==> src/rtl/div_unit.sv <==
// div_unit: multi-cycle restoring radix-2 integer divider for DIV/DIVU.
//
// A request is accepted in IDLE. Signed operands are reduced to magnitudes
// at that point. One quotient bit is produced per cycle in ON. The final
// sign correction is applied as the result register is written, so the
// result is already valid during the END cycle that pulses ready.
// A zero divisor takes the short DIVZERO path and yields result = 0.
//
// Ports:
//   clk        rising-edge clock
//   resetn     asynchronous active-low reset
//   start      division request, sampled only in IDLE
//   signed_div 1 = signed (DIV), 0 = unsigned (DIVU), sampled with start
//   opdata1    dividend, sampled with start
//   opdata2    divisor, sampled with start
//   annul      cancels a running operation, or blocks a request in IDLE
//   result     {remainder, quotient} -> {HI, LO}
//   ready      one-cycle pulse, result valid
//   busy       pipeline stall request
module div_unit #(
  parameter int WIDTH = 32
) (
  input  logic               clk,
  input  logic               resetn,
  input  logic               start,
  input  logic               signed_div,
  input  logic [WIDTH-1:0]   opdata1,
  input  logic [WIDTH-1:0]   opdata2,
  input  logic               annul,
  output logic [2*WIDTH-1:0] result,
  output logic               ready,
  output logic               busy
);

  localparam int CNT_W = $clog2(WIDTH);
  localparam logic [CNT_W-1:0] LAST = CNT_W'(WIDTH - 1);

  typedef enum logic [1:0] {IDLE, DIVZERO, ON, END} state_t;

  state_t state, next_state;

  logic [WIDTH-1:0] dividend;   // shifts out dividend bits, shifts in quotient bits
  logic [WIDTH-1:0] divisor;
  logic [WIDTH-1:0] rem;
  logic [CNT_W-1:0] cnt;
  logic             neg_q;
  logic             neg_r;

  logic [WIDTH:0]   shifted;
  logic [WIDTH:0]   diff;
  logic             q_bit;
  logic [WIDTH-1:0] rem_next;
  logic [WIDTH-1:0] quot_next;
  logic             accept;

  // Magnitude of a possibly signed operand; 0x80.. stays 0x80.. as unsigned.
  function automatic logic [WIDTH-1:0] magnitude(input logic [WIDTH-1:0] v,
                                                 input logic sgn);
    return (sgn && v[WIDTH-1]) ? -v : v;
  endfunction

  function automatic logic [WIDTH-1:0] apply_sign(input logic [WIDTH-1:0] v,
                                                  input logic neg);
    return neg ? -v : v;
  endfunction

  assign accept = start && !annul;

  always_ff @(posedge clk or negedge resetn) begin
    if (!resetn) state <= IDLE;
    else         state <= next_state;
  end

  always_comb begin
    next_state = state;
    case (state)
      IDLE: begin
        if (accept) next_state = (opdata2 == '0) ? DIVZERO : ON;
      end
      DIVZERO: next_state = annul ? IDLE : END;
      ON: begin
        if (annul)             next_state = IDLE;
        else if (cnt == LAST)  next_state = END;
      end
      END:     next_state = IDLE;
      default: next_state = IDLE;
    endcase
  end

  assign busy  = (state == IDLE && accept) || state == ON || state == DIVZERO;
  assign ready = (state == END);

  // One restoring step: the borrow out of the WIDTH+1 bit subtraction tells
  // whether the shifted partial remainder reaches the divisor.
  always_comb begin
    shifted   = {rem, dividend[WIDTH-1]};
    diff      = shifted - {1'b0, divisor};
    q_bit     = !diff[WIDTH];
    rem_next  = q_bit ? diff[WIDTH-1:0] : shifted[WIDTH-1:0];
    quot_next = {dividend[WIDTH-2:0], q_bit};
  end

  always_ff @(posedge clk or negedge resetn) begin
    if (!resetn) begin
      dividend <= '0;
      divisor  <= '0;
      rem      <= '0;
      cnt      <= '0;
      neg_q    <= 1'b0;
      neg_r    <= 1'b0;
      result   <= '0;
    end else begin
      case (state)
        IDLE: begin
          if (accept) begin
            dividend <= magnitude(opdata1, signed_div);
            divisor  <= magnitude(opdata2, signed_div);
            rem      <= '0;
            cnt      <= '0;
            neg_q    <= signed_div && (opdata1[WIDTH-1] ^ opdata2[WIDTH-1]);
            neg_r    <= signed_div && opdata1[WIDTH-1];
          end
        end
        ON: begin
          dividend <= quot_next;
          rem      <= rem_next;
          cnt      <= cnt + CNT_W'(1);
          // Result is written on the way into END so it is valid with ready.
          if (!annul && cnt == LAST)
            result <= {apply_sign(rem_next, neg_r), apply_sign(quot_next, neg_q)};
        end
        DIVZERO: begin
          if (!annul) result <= '0;
        end
        default: ;
      endcase
    end
  end

endmodule

==> config.mk <==
export PLATFORM = sky130hd
export DESIGN_NAME = div_unit
export DESIGN_NICKNAME = d
export VERILOG_FILES = /design/src/rtl/div_unit.sv
export SDC_FILE = /design/constraint.sdc
export NUM_CORES = 1
export LEC_CHECK = 0
export ABC_AREA = 1
export CAP_MARGIN = 25
export CORE_ASPECT_RATIO = 1.2
export CORE_UTILIZATION = 35
export CTS_BUF_LIST = sky130_fd_sc_hd__clkbuf_2 sky130_fd_sc_hd__clkbuf_4 sky130_fd_sc_hd__clkbuf_8
export DETAILED_ROUTE_END_ITERATION = 8
export PLACE_DENSITY = 0.6
export SLEW_MARGIN = 20
export SYNTH_ARGS = -nofsm -noshare
export SYNTH_HDL_FRONTEND = slang
export SYNTH_SLANG_ARGS = --single-unit
==> constraint.sdc <==
create_clock -name clk -period 4.4 [get_ports clk]
set_input_delay 0.88 -clock clk [delete_from_list [all_inputs] [get_ports clk]]
set_output_delay 0.88 -clock clk [all_outputs]
set_load 0.1 [all_outputs]
==> results of run 1 <==
flip-flops by register name (all words and copies together) (netlist names):
name      flops
cnt           5
dividend     32
divisor      32
neg_q         1
neg_r         1
rem          32
result       64
state         2
synth_stat cells, drive strengths merged:
library cell,number
nor3b,3
nor4,12
a22oi,4
dfrtp,169
nor2,185
a22o,1
o211ai,13
a21o,2
nand3,137
o221ai,13
or2,3
o21bai,5
and2,3
ha,43
fa,1
nand3b,4
a21oi,74
xor2,42
and3,1
a32o,4
clkinv,3
nor3,34
clkbuf,43
xnor2,22
a31oi,3
or3,1
inv,242
o41ai,3
nand4,13
o31ai,4
nand2,666
o22ai,21
buf,18
o21ai,172
worst max-delay path: cells and delay by family (launching register included):
kind | cells | cell delay, ns
AND/OR/NAND/NOR | 19 | 2.06
adder cells (fa/ha/maj) | 3 | 0.70
flip-flops | 1 | 0.42
AO/OA/AOI/OAI | 3 | 0.41
buffers and inverters | 4 | 0.39
cells by family (layout without fill, tap and decap cells):
| family | Yosys count | after routing | share of synthesized area (%) |
|---|---|---|---|
| AO/OA/AOI/OAI | 319 | 319 | 14.14 |
| XOR/XNOR | 64 | 64 | 4.332 |
| adder cells (fa/ha/maj) | 44 | 44 | 4.313 |
| buffers and inverters | 306 | 437 | 9.689 |
| flip-flops | 169 | 169 | 32.68 |
| AND/OR/NAND/NOR | 1062 | 1062 | 34.85 |
layout by cell type (no fill, tap or decap), types with 4 or more instances in the layout:
master	synthesis	routed
o21ai_0	152	152
a22oi_1	4	4
nand2_1	633	631
o211ai_1	13	13
xor2_1	42	42
nand3b_1	4	4
o221ai_1	13	13
o31ai_1	4	4
ha_1	43	43
nand3_1	133	133
xnor2_1	22	22
o21ai_1	13	12
nor2_1	176	176
nor4_1	12	12
dfrtp_1	169	169
inv_6	0	5
nand4_1	13	13
o21ai_2	6	6
nor2_2	7	7
clkinv_1	3	4
inv_1	237	236
clkdlybuf4s50_1	0	132
buf_4	5	25
nor3_1	33	31
o22ai_1	21	21
clkbuf_8	0	17
nand2_4	8	8
nand2_2	25	27
inv_2	5	5
a32o_1	4	4
o21bai_1	5	5
a21oi_1	72	71
routing by layer:
metal  up-vias  global-route usage (%)  part of all wire [%]
li1       6572                       -                     -
met1      6055                   27.33                    41
met2       286                   42.20                    52
met3        78                   2.611                   3.3
met4         0                   10.82                   4.3
met5         -                       0                     0
area by class of cell:
class	count	area [sq um]	share of cell area, %
clock buffer	17	234.0	1.537
clock inverter	15	182.7	1.200
inverter	245	919.6	6.043
multi-input combinational	1489	7500	49.28
sequential	169	4229	27.79
tap	468	585.6	3.848
timing repair buffer	160	1568	10.30
worst paths after layout:
kind | slack [ns] | to | startpoint
max | 0.33 | result[28] | dividend[31]
min | 0.25 | result[3] | resetn
max reg2reg | 0.33 | result[28] | dividend[31]
min reg2reg | 0.49 | result[50] | result[50]
max in group asynchronous | 3.07 | result[57] | resetn
min in group clk | 0.49 | result[50] | result[50]
stage by stage:
step | hold slack (ns) | TNS, ns | std cells | setup WS [ns] | cell area (sq um)
after floorplan | 0.4483 | 0 | 1964 | 0.4667 | 12940
after global placement | 0.4656 | 0 | 2528 | 0.2518 | 14730
after detailed placement | 0.4686 | 0 | 2528 | 0.1942 | 14730
after CTS | 0.4951 | 0 | 2560 | 0.1658 | 15140
after global routing | 0.2342 | -0.04582 | 2563 | -0.04582 | 15220
final | 0.2500 | 0 | 2563 | 0.3303 | 15220
timing repair:
| item | in CTS | in global routing |
|---|---|---|
| hold buffers | 0 | 0 |
| setup endpoints to repair | 0 | 5 |
| resized for setup | 0 | 7 |
| endpoints found under the hold margin | 0 | 0 |
| setup buffers | 0 | 2 |
==> results.md, run 1 <==
* Number of CTS-inserted buffers at 17
* Syn-to-layout area delta at 17.61%
* Die extent in x at 177.5 microns
* Relative slew slack at 26.96%
* Number of violations reported at the end of detailed-routing iteration 0 at 843
* Clock latency of the later-clocked register in the worst-skew pair at 0.49 ns
* Worst clock skew at 0.02177 ns
* Clock tree from TritonCTS: built
* Seq/Total Area, Yosys at 32.68%
* Buffers added on ports at 134
* Core Area at 36130 sq um
* Max-cap violations at 0
* Overflow left after global routing at 0
* Post-DP HPWL at 33300 microns
* Top-area cell type share of the netlist area at 32.68%
* Synthesis-stage register bit count at 169
* Final hold violation count at 0
* Cell repeated most along the worst path: nand2_1
* Worst endpoint required time at 4.81 ns
* Initial Utilization at 35.81%
* Detailed Route WL at 42460 microns
* Fillers at 3889
* Routed wire per std cell at 16.57 microns
* Worst path max stage delay at 0.42 ns
* Wire length of the first global-routing pass at 67850 microns
* CP Launch Type: flip-flop
* Number of endpoints failing setup at the final stage at 0
* Vias per inst at 5.069
* Total number of yosys warnings at 0
* Endpoint kind of the worst setup timing path: flip-flop
* Number of design rule violations left after detail routing at 0
* Critical path data arrival time at 4.48 ns
* Final period util at 92.49%
* Detailed-routing iteration count for the pre-antenna-repair pass at 8
* Average cell area after synthesis at 6.589 sq um
* CTS clock-pin slew for the worst setup and hold paths at 0.11 ns
* Top cells by area, synth: dfrtp_1 (33%), nand2_1 (18%), inv_1 (6.9%), o21ai_0 (5.9%), nand3_1 (5.1%)
* Result of the run: completed
* Path depth of the worst reg2reg path at 29
* Worst hold-check path type: in -> async
* Slowest cell on crit path: dfrtp_1
* Number of placement rows at 76
* Detailed-route via count at 12990
* Cell at the root of the clock tree: clkbuf_8
* Clock sink count at 169
* Actual slew at the worst max-slew pin at 1.092 ns
* Die Span Y at 212.6 microns
* Antenna violations before repair at 0
* Distinct cells, synth at 55
* Max Slew Vio Count at 0
* Die footprint at 37750 sq um
* Clock tree buffer depth at 2
* Cell area after technology mapping at 12940 sq um
* Post-synthesis net count at 2077
* Total Routing Usage GR at 23.33%
* Syn Inst Count at 1964
* Via count of the first global-routing pass at 12770
* # H-tree levels at 4
* Layout cells sized above 1 at 6.301%
* Path type of the worst setup path: reg -> reg
* Routability cong. at 0.9688
* Final nets at 2195
* Max frequency at 245.7 MHz
* Boundary Pins at 135
* Antenna-violating nets left at 0
* Final min period at 4.070 ns
* Final core utilization at 42.12%
* Critical path peak fanout at 5
* Ant. Diodes at 0
* Cell accounting for the most synthesized area: dfrtp_1
* Largest net degree at the start of global routing at 97
Power of run 1 is not shown: default switching activity piles up to over one toggle a cycle in this logic, so the estimate is an artifact.
==> inputs of run 2 (changes only) <==
--- a/config.mk
+++ b/config.mk
@@ -11,7 +11,7 @@
 export CORE_UTILIZATION = 35
 export CTS_BUF_LIST = sky130_fd_sc_hd__clkbuf_2 sky130_fd_sc_hd__clkbuf_4 sky130_fd_sc_hd__clkbuf_8
 export DETAILED_ROUTE_END_ITERATION = 8
-export PLACE_DENSITY = 0.6
+export PLACE_DENSITY_LB_ADDON = 0.25
 export SLEW_MARGIN = 20
 export SYNTH_ARGS = -nofsm -noshare
 export SYNTH_HDL_FRONTEND = slang
==> results.md, run 2 (synthesis results as in run 1) <==
* Result of the run: completed (unchanged)
* Overflow left after global routing at 0 (unchanged)
* Endpoint kind of the worst setup timing path: flip-flop (unchanged)
* Number of CTS-inserted buffers at 17 (unchanged)
* Buffers added on ports at 134 (unchanged)
* Die footprint at 37750 sq um (unchanged)
* Routability cong. at 0.9028 (was 0.9688)
* # H-tree levels at 4 (unchanged)
* Core Area at 36130 sq um (unchanged)
* Register with the most flip-flops: result (unchanged)
* Path type of the worst setup path: reg -> reg (unchanged)
* Number of design rule violations left after detail routing at 0 (unchanged)
* Number of violations reported at the end of detailed-routing iteration 0 at 638 (was 843)
* Detailed-route via count at 13110 (was 12990)
* Layout cells sized above 1 at 6.575% (was 6.301%)
* Critical path data arrival time at 4.38 ns (was 4.48 ns)
* Cell at the root of the clock tree: clkbuf_8 (unchanged)
* Max-cap violations at 0 (unchanged)
* Largest net degree at the start of global routing at 97 (unchanged)
* Post-DP HPWL at 33380 microns (was 33300 microns)
* Max Slew Vio Count at 0 (unchanged)
* Total Routing Usage GR at 23.31% (was 23.33%)
* Clock tree buffer depth at 2 (unchanged)
* Final hold violation count at 0 (unchanged)
* Worst path max stage delay at 0.41 ns (was 0.42 ns)
* Die extent in x at 177.5 microns (unchanged)
* Final nets at 2199 (was 2195)
* CP Launch Type: flip-flop (unchanged)
* Die Span Y at 212.6 microns (unchanged)
* Clock sink count at 169 (unchanged)
* Most common cell after layout, fill and taps aside: nand2_1 (unchanged)
* Wire length of the first global-routing pass at 68140 microns (was 67850 microns)
* Worst clock skew at 0.02387 ns (was 0.02177 ns)
* Highest-count cells in the layout ignoring fill and taps: nand2_1 (630), inv_1 (236), nor2_1 (176), dfrtp_1 (169), o21ai_0 (150) (was nand2_1 (631), inv_1 (236), nor2_1 (176), dfrtp_1 (169), o21ai_0 (152))
* Via count of the first global-routing pass at 12980 (was 12770)
* Worst setup slack before clock tree synthesis at 0.2361 ns (was 0.1942 ns)
* Clock latency of the later-clocked register in the worst-skew pair at 0.49 ns (about the same)
* Cell repeated most along the worst path: nand2_1 (unchanged)
* CTS clock-pin slew for the worst setup and hold paths at 0.10 ns (was 0.11 ns)
* Ant. Diodes at 0 (unchanged)
* Final worst-path setup slack at 0.4298 ns (was 0.3303 ns)
* Relative slew slack at 28.51% (was 26.96%)
* Syn-to-layout area delta at 17.43% (was 17.61%)
* Detailed-routing iteration count for the pre-antenna-repair pass at 6 (was 8)
* Detailed Route WL at 42440 microns (was 42460 microns)
* Clock tree from TritonCTS: built (unchanged)
* Worst hold-check path type: in -> async (unchanged)
* Antenna violations before repair at 0 (unchanged)
* Final min period at 3.970 ns (was 4.070 ns)
* Number of flip-flops under the largest register name at 64 (unchanged)
* Final period util at 90.23% (was 92.49%)
* Actual slew at the worst max-slew pin at 1.069 ns (was 1.092 ns)
* Fillers at 3890 (was 3889)
* Critical path peak fanout at 5 (unchanged)
* Boundary Pins at 135 (unchanged)
* Number of placement rows at 76 (unchanged)
* Routed wire per std cell at 16.53 microns (was 16.57 microns)
* Worst endpoint required time at 4.81 ns (about the same)
* Max frequency at 251.9 MHz (was 245.7 MHz)
* Antenna-violating nets left at 0 (unchanged)
* Initial Utilization at 35.81% (unchanged)
* Slowest cell on crit path: dfrtp_1 (unchanged)
* Number of endpoints failing setup at the final stage at 0 (unchanged)
* Vias per inst at 5.106 (was 5.069)
==> run 2: through the flow <==
stage               hold slack, ns  utilization (%)  cells  setup TNS, ns  cell area, sq um
floorplan                   0.4483                -   1964              0             12940
global placement            0.4630            40.95   2534              0             14800
detailed placement          0.4657            40.95   2534              0             14800
CTS                         0.4914            41.93   2566              0             15150
global route                0.5181            42.05   2567       -0.01856             15200
finish                      0.4583            42.05   2567              0             15200
==> run 2: critical path: cells and delay by family, from the launching register on <==
kind | cells | cell delay, ns
buffers and inverters | 4 | 0.39
AO/OA/AOI/OAI | 3 | 0.38
adder cells (fa/ha/maj) | 3 | 0.66
flip-flops | 1 | 0.41
AND/OR/NAND/NOR | 19 | 2.08
==> run 2: routing by layer <==
metal	up-vias	part of all wire [%]	global-route usage (%)
li1	6604	-	-
met1	6122	40	26.58
met2	294	52	42.79
met3	88	3.4	2.611
met4	0	4.6	11.32
met5	-	0	0
==> run 2: path summary, 6_finish.rpt <==
kind                              start          to  slack (ns)  cells after the start
hold / removal                   resetn    state[0]        0.46                      1
min in group clk             result[23]  result[23]        0.49                      2
max in group asynchronous        resetn      rem[8]        2.86                      2
setup reg to reg           dividend[31]  result[28]        0.43                     29
hold reg to reg              result[23]  result[23]        0.49                      2
setup / recovery           dividend[31]  result[28]        0.43                     29
==> run 2: area by class of cell <==
type / instances / area [sq um] / share of cell area [%]
inverters: 245 / 919.6 / 6.052
clock buffers: 18 / 241.5 / 1.589
well taps: 468 / 585.6 / 3.853
flip-flops and latches: 169 / 4229 / 27.83
repair buffers: 164 / 1603 / 10.55
clock inverters: 14 / 112.6 / 0.7410
multi-input cells: 1489 / 7505 / 49.39
==> run 2: repair_timing <==
action	4_1_cts	5_1_grt
setup endpoints to repair	0	9
hold buffers	0	0
gates resized for setup	0	11
buffers inserted	0	1
Power of run 2 is left out for the same reason.
==> inputs of run 3 (changes only) <==
--- a/config.mk
+++ b/config.mk
@@ -8,10 +8,11 @@
 export ABC_AREA = 1
 export CAP_MARGIN = 25
 export CORE_ASPECT_RATIO = 1.2
-export CORE_UTILIZATION = 35
+export CORE_UTILIZATION = 60
 export CTS_BUF_LIST = sky130_fd_sc_hd__clkbuf_2 sky130_fd_sc_hd__clkbuf_4 sky130_fd_sc_hd__clkbuf_8
 export DETAILED_ROUTE_END_ITERATION = 8
 export PLACE_DENSITY_LB_ADDON = 0.25
+export SETUP_SLACK_MARGIN = 0.1
 export SLEW_MARGIN = 20
 export SYNTH_ARGS = -nofsm -noshare
 export SYNTH_HDL_FRONTEND = slang
==> results.md, run 3 (synthesis results as in run 1) <==
* Clock tree from TritonCTS: built (unchanged)
* Number of endpoints failing setup at the final stage at 0 (unchanged)
* Detailed-route via count at 13550 (was 13110)
* Cell at the root of the clock tree: clkbuf_8 (unchanged)
* Number of CTS-inserted buffers at 17 (unchanged)
* Antenna-violating nets left at 0 (unchanged)
* Final min period at 3.885 ns (was 3.970 ns)
* Final hold violation count at 0 (unchanged)
* Capturing point of the worst reg2reg path: result[26] (was result[28])
* Syn-to-layout area delta at 15.61% (was 17.43%)
* CTS clock-pin slew for the worst setup and hold paths at 0.10 ns (about the same)
* Startpoint of the lowest-slack register-to-register path: dividend[31] (unchanged)
* Initial Utilization at 61.49% (was 35.81%)
* Fillers at 1856 (was 3890)
* # H-tree levels at 4 (unchanged)
* Total Routing Usage GR at 37.11% (was 23.31%)
* Core Area at 21050 sq um (was 36130 sq um)
* Register with the most flip-flops: result (unchanged)
* Ant. Diodes at 0 (unchanged)
* Relative slew slack at 31.08% (was 28.51%)
* Final nets at 2191 (was 2199)
* Detailed-routing iteration count for the pre-antenna-repair pass at 7 (was 6)
* Register-to-Register Setup Slack at 0.52 ns (was 0.43 ns)
* Post-DP HPWL at 30080 microns (was 33380 microns)
* Cell repeated most along the worst path: nand2_1 (unchanged)
* Multi-input gate area at 7502 sq um (was 7505 sq um)
* Vias per inst at 5.740 (was 5.106)
* Number of violations reported at the end of detailed-routing iteration 0 at 971 (was 638)
* Unrepaired setup endpoints after global routing: true
* Path type of the worst setup path: reg -> reg (unchanged)
* Most common cell after layout, fill and taps aside: nand2_1 (unchanged)
* Result of the run: completed (unchanged)
* Max-cap violations at 0 (unchanged)
* Number of flip-flops under the largest register name at 64 (unchanged)
* Path depth of the worst reg2reg path at 29 (unchanged)
* Critical path data arrival time at 4.26 ns (was 4.38 ns)
* Register area at 4229 sq um (unchanged)
* Number of placement rows at 58 (was 76)
* Wire length of the first global-routing pass at 64070 microns (was 68140 microns)
* Critical path peak fanout at 5 (unchanged)
* Overflow left after global routing at 0 (unchanged)
* Endpoint kind of the worst setup timing path: flip-flop (unchanged)
* Highest-count cells in the layout ignoring fill and taps: nand2_1 (630), inv_1 (237), nor2_1 (176), dfrtp_1 (169), o21ai_0 (150) (was nand2_1 (630), inv_1 (236), nor2_1 (176), dfrtp_1 (169), o21ai_0 (150))
* Worst setup path startpoint: dividend[31] (unchanged)
* Antenna violations before repair at 0 (unchanged)
* Worst hold-check path type: in -> async (unchanged)
* Slowest cell on crit path: dfrtp_1 (unchanged)
* Worst endpoint required time at 4.77 ns (was 4.81 ns)
* Clock sink count at 169 (unchanged)
* Worst clock skew at 0.02537 ns (was 0.02387 ns)
* Worst path max stage delay at 0.42 ns (was 0.41 ns)
* Boundary Pins at 135 (unchanged)
* Actual slew at the worst max-slew pin at 1.031 ns (was 1.069 ns)
* Post-cts hold buffer count at 0 (unchanged)
* Max Slew Vio Count at 0 (unchanged)
* Final period util at 88.29% (was 90.23%)
* Number of design rule violations left after detail routing at 0 (unchanged)
* Die Span Y at 162.9 microns (was 212.6 microns)
* Via count of the first global-routing pass at 13270 (was 12980)
* Layout cells sized above 1 at 6.169% (was 6.575%)
* End point of the critical path: result[26] (was result[28])
* Detailed Route WL at 38930 microns (was 42440 microns)
* Largest net degree at the start of global routing at 80 (was 97)
* Routability cong. at 0.9581 (was 0.9028)
* Die footprint at 22160 sq um (was 37750 sq um)
* Buffers added on ports at 134 (unchanged)
* Routed wire per std cell at 16.49 microns (was 16.53 microns)
* Clock latency of the later-clocked register in the worst-skew pair at 0.49 ns (about the same)
* Max frequency at 257.4 MHz (was 251.9 MHz)
* Clock tree buffer depth at 2 (unchanged)
* Die extent in x at 136.1 microns (was 177.5 microns)
* CP Launch Type: flip-flop (unchanged)
* Post-Route Setup TNS at 0 ns (unchanged)
==> run 3: stage by stage <==
stage	setup WS [ns]	hold slack (ns)	util, %	cell area (sq um)	std cells
6_report	0.5153	0.3956	71.08	14960	2361
4_1_cts	0.1856	0.4349	70.87	14910	2360
3_3_place_gp	0.3951	0.4605	68.79	14480	2328
3_5_place_dp	0.2146	0.4648	68.79	14480	2328
2_1_floorplan	0.4667	0.4483	-	12940	1964
5_1_grt	0.07022	0.4505	71.08	14960	2361
==> run 3: per-layer routing <==
metal	share of wire, %	wire length, microns	GRT usage, %	vias up
met5	0	0	0	-
met4	6.7	2606	24.55	0
met3	5.5	2149	5.540	162
met2	51	19690	65.27	547
met1	37	14480	41.17	6261
li1	-	-	-	6581
==> run 3: how the worst min path moves through the flow <==
stage / endpoint / cells past startpoint
final: divisor[28] / 1
after global routing: divisor[28] / 1
after CTS: divisor[28] / 1
after detailed placement: result[56] / 2
after global placement: cnt[4] / 2
after floorplan: cnt[4] / 2
==> run 3: repair_timing <==
item	CTS	global route
buffers inserted	0	1
endpoints found under the hold margin	0	0
endpoints found under the setup margin	0	14
resized for setup	0	11
==> run 3: final cells by class <==
| class | instances | share of cell area [%] |
|---|---|---|
| inverter | 245 | 6.148 |
| clock inverter | 13 | 1.255 |
| sequential | 169 | 28.27 |
| timing repair buffer | 156 | 10.25 |
| clock buffer | 19 | 1.664 |
| multi-input combinational | 1489 | 50.15 |
| tap | 270 | 2.258 |
==> run 3: worst max-delay path, delay by kind of cell (launching register included) <==
| family | cells | cell delay [ns] |
|---|---|---|
| flops | 1 | 0.42 |
| simple gates | 19 | 1.86 |
| buf+inv | 5 | 0.52 |
| fa+ha+maj | 3 | 0.72 |
| compound gates | 2 | 0.24 |
Power of run 3 is left out for the same reason.
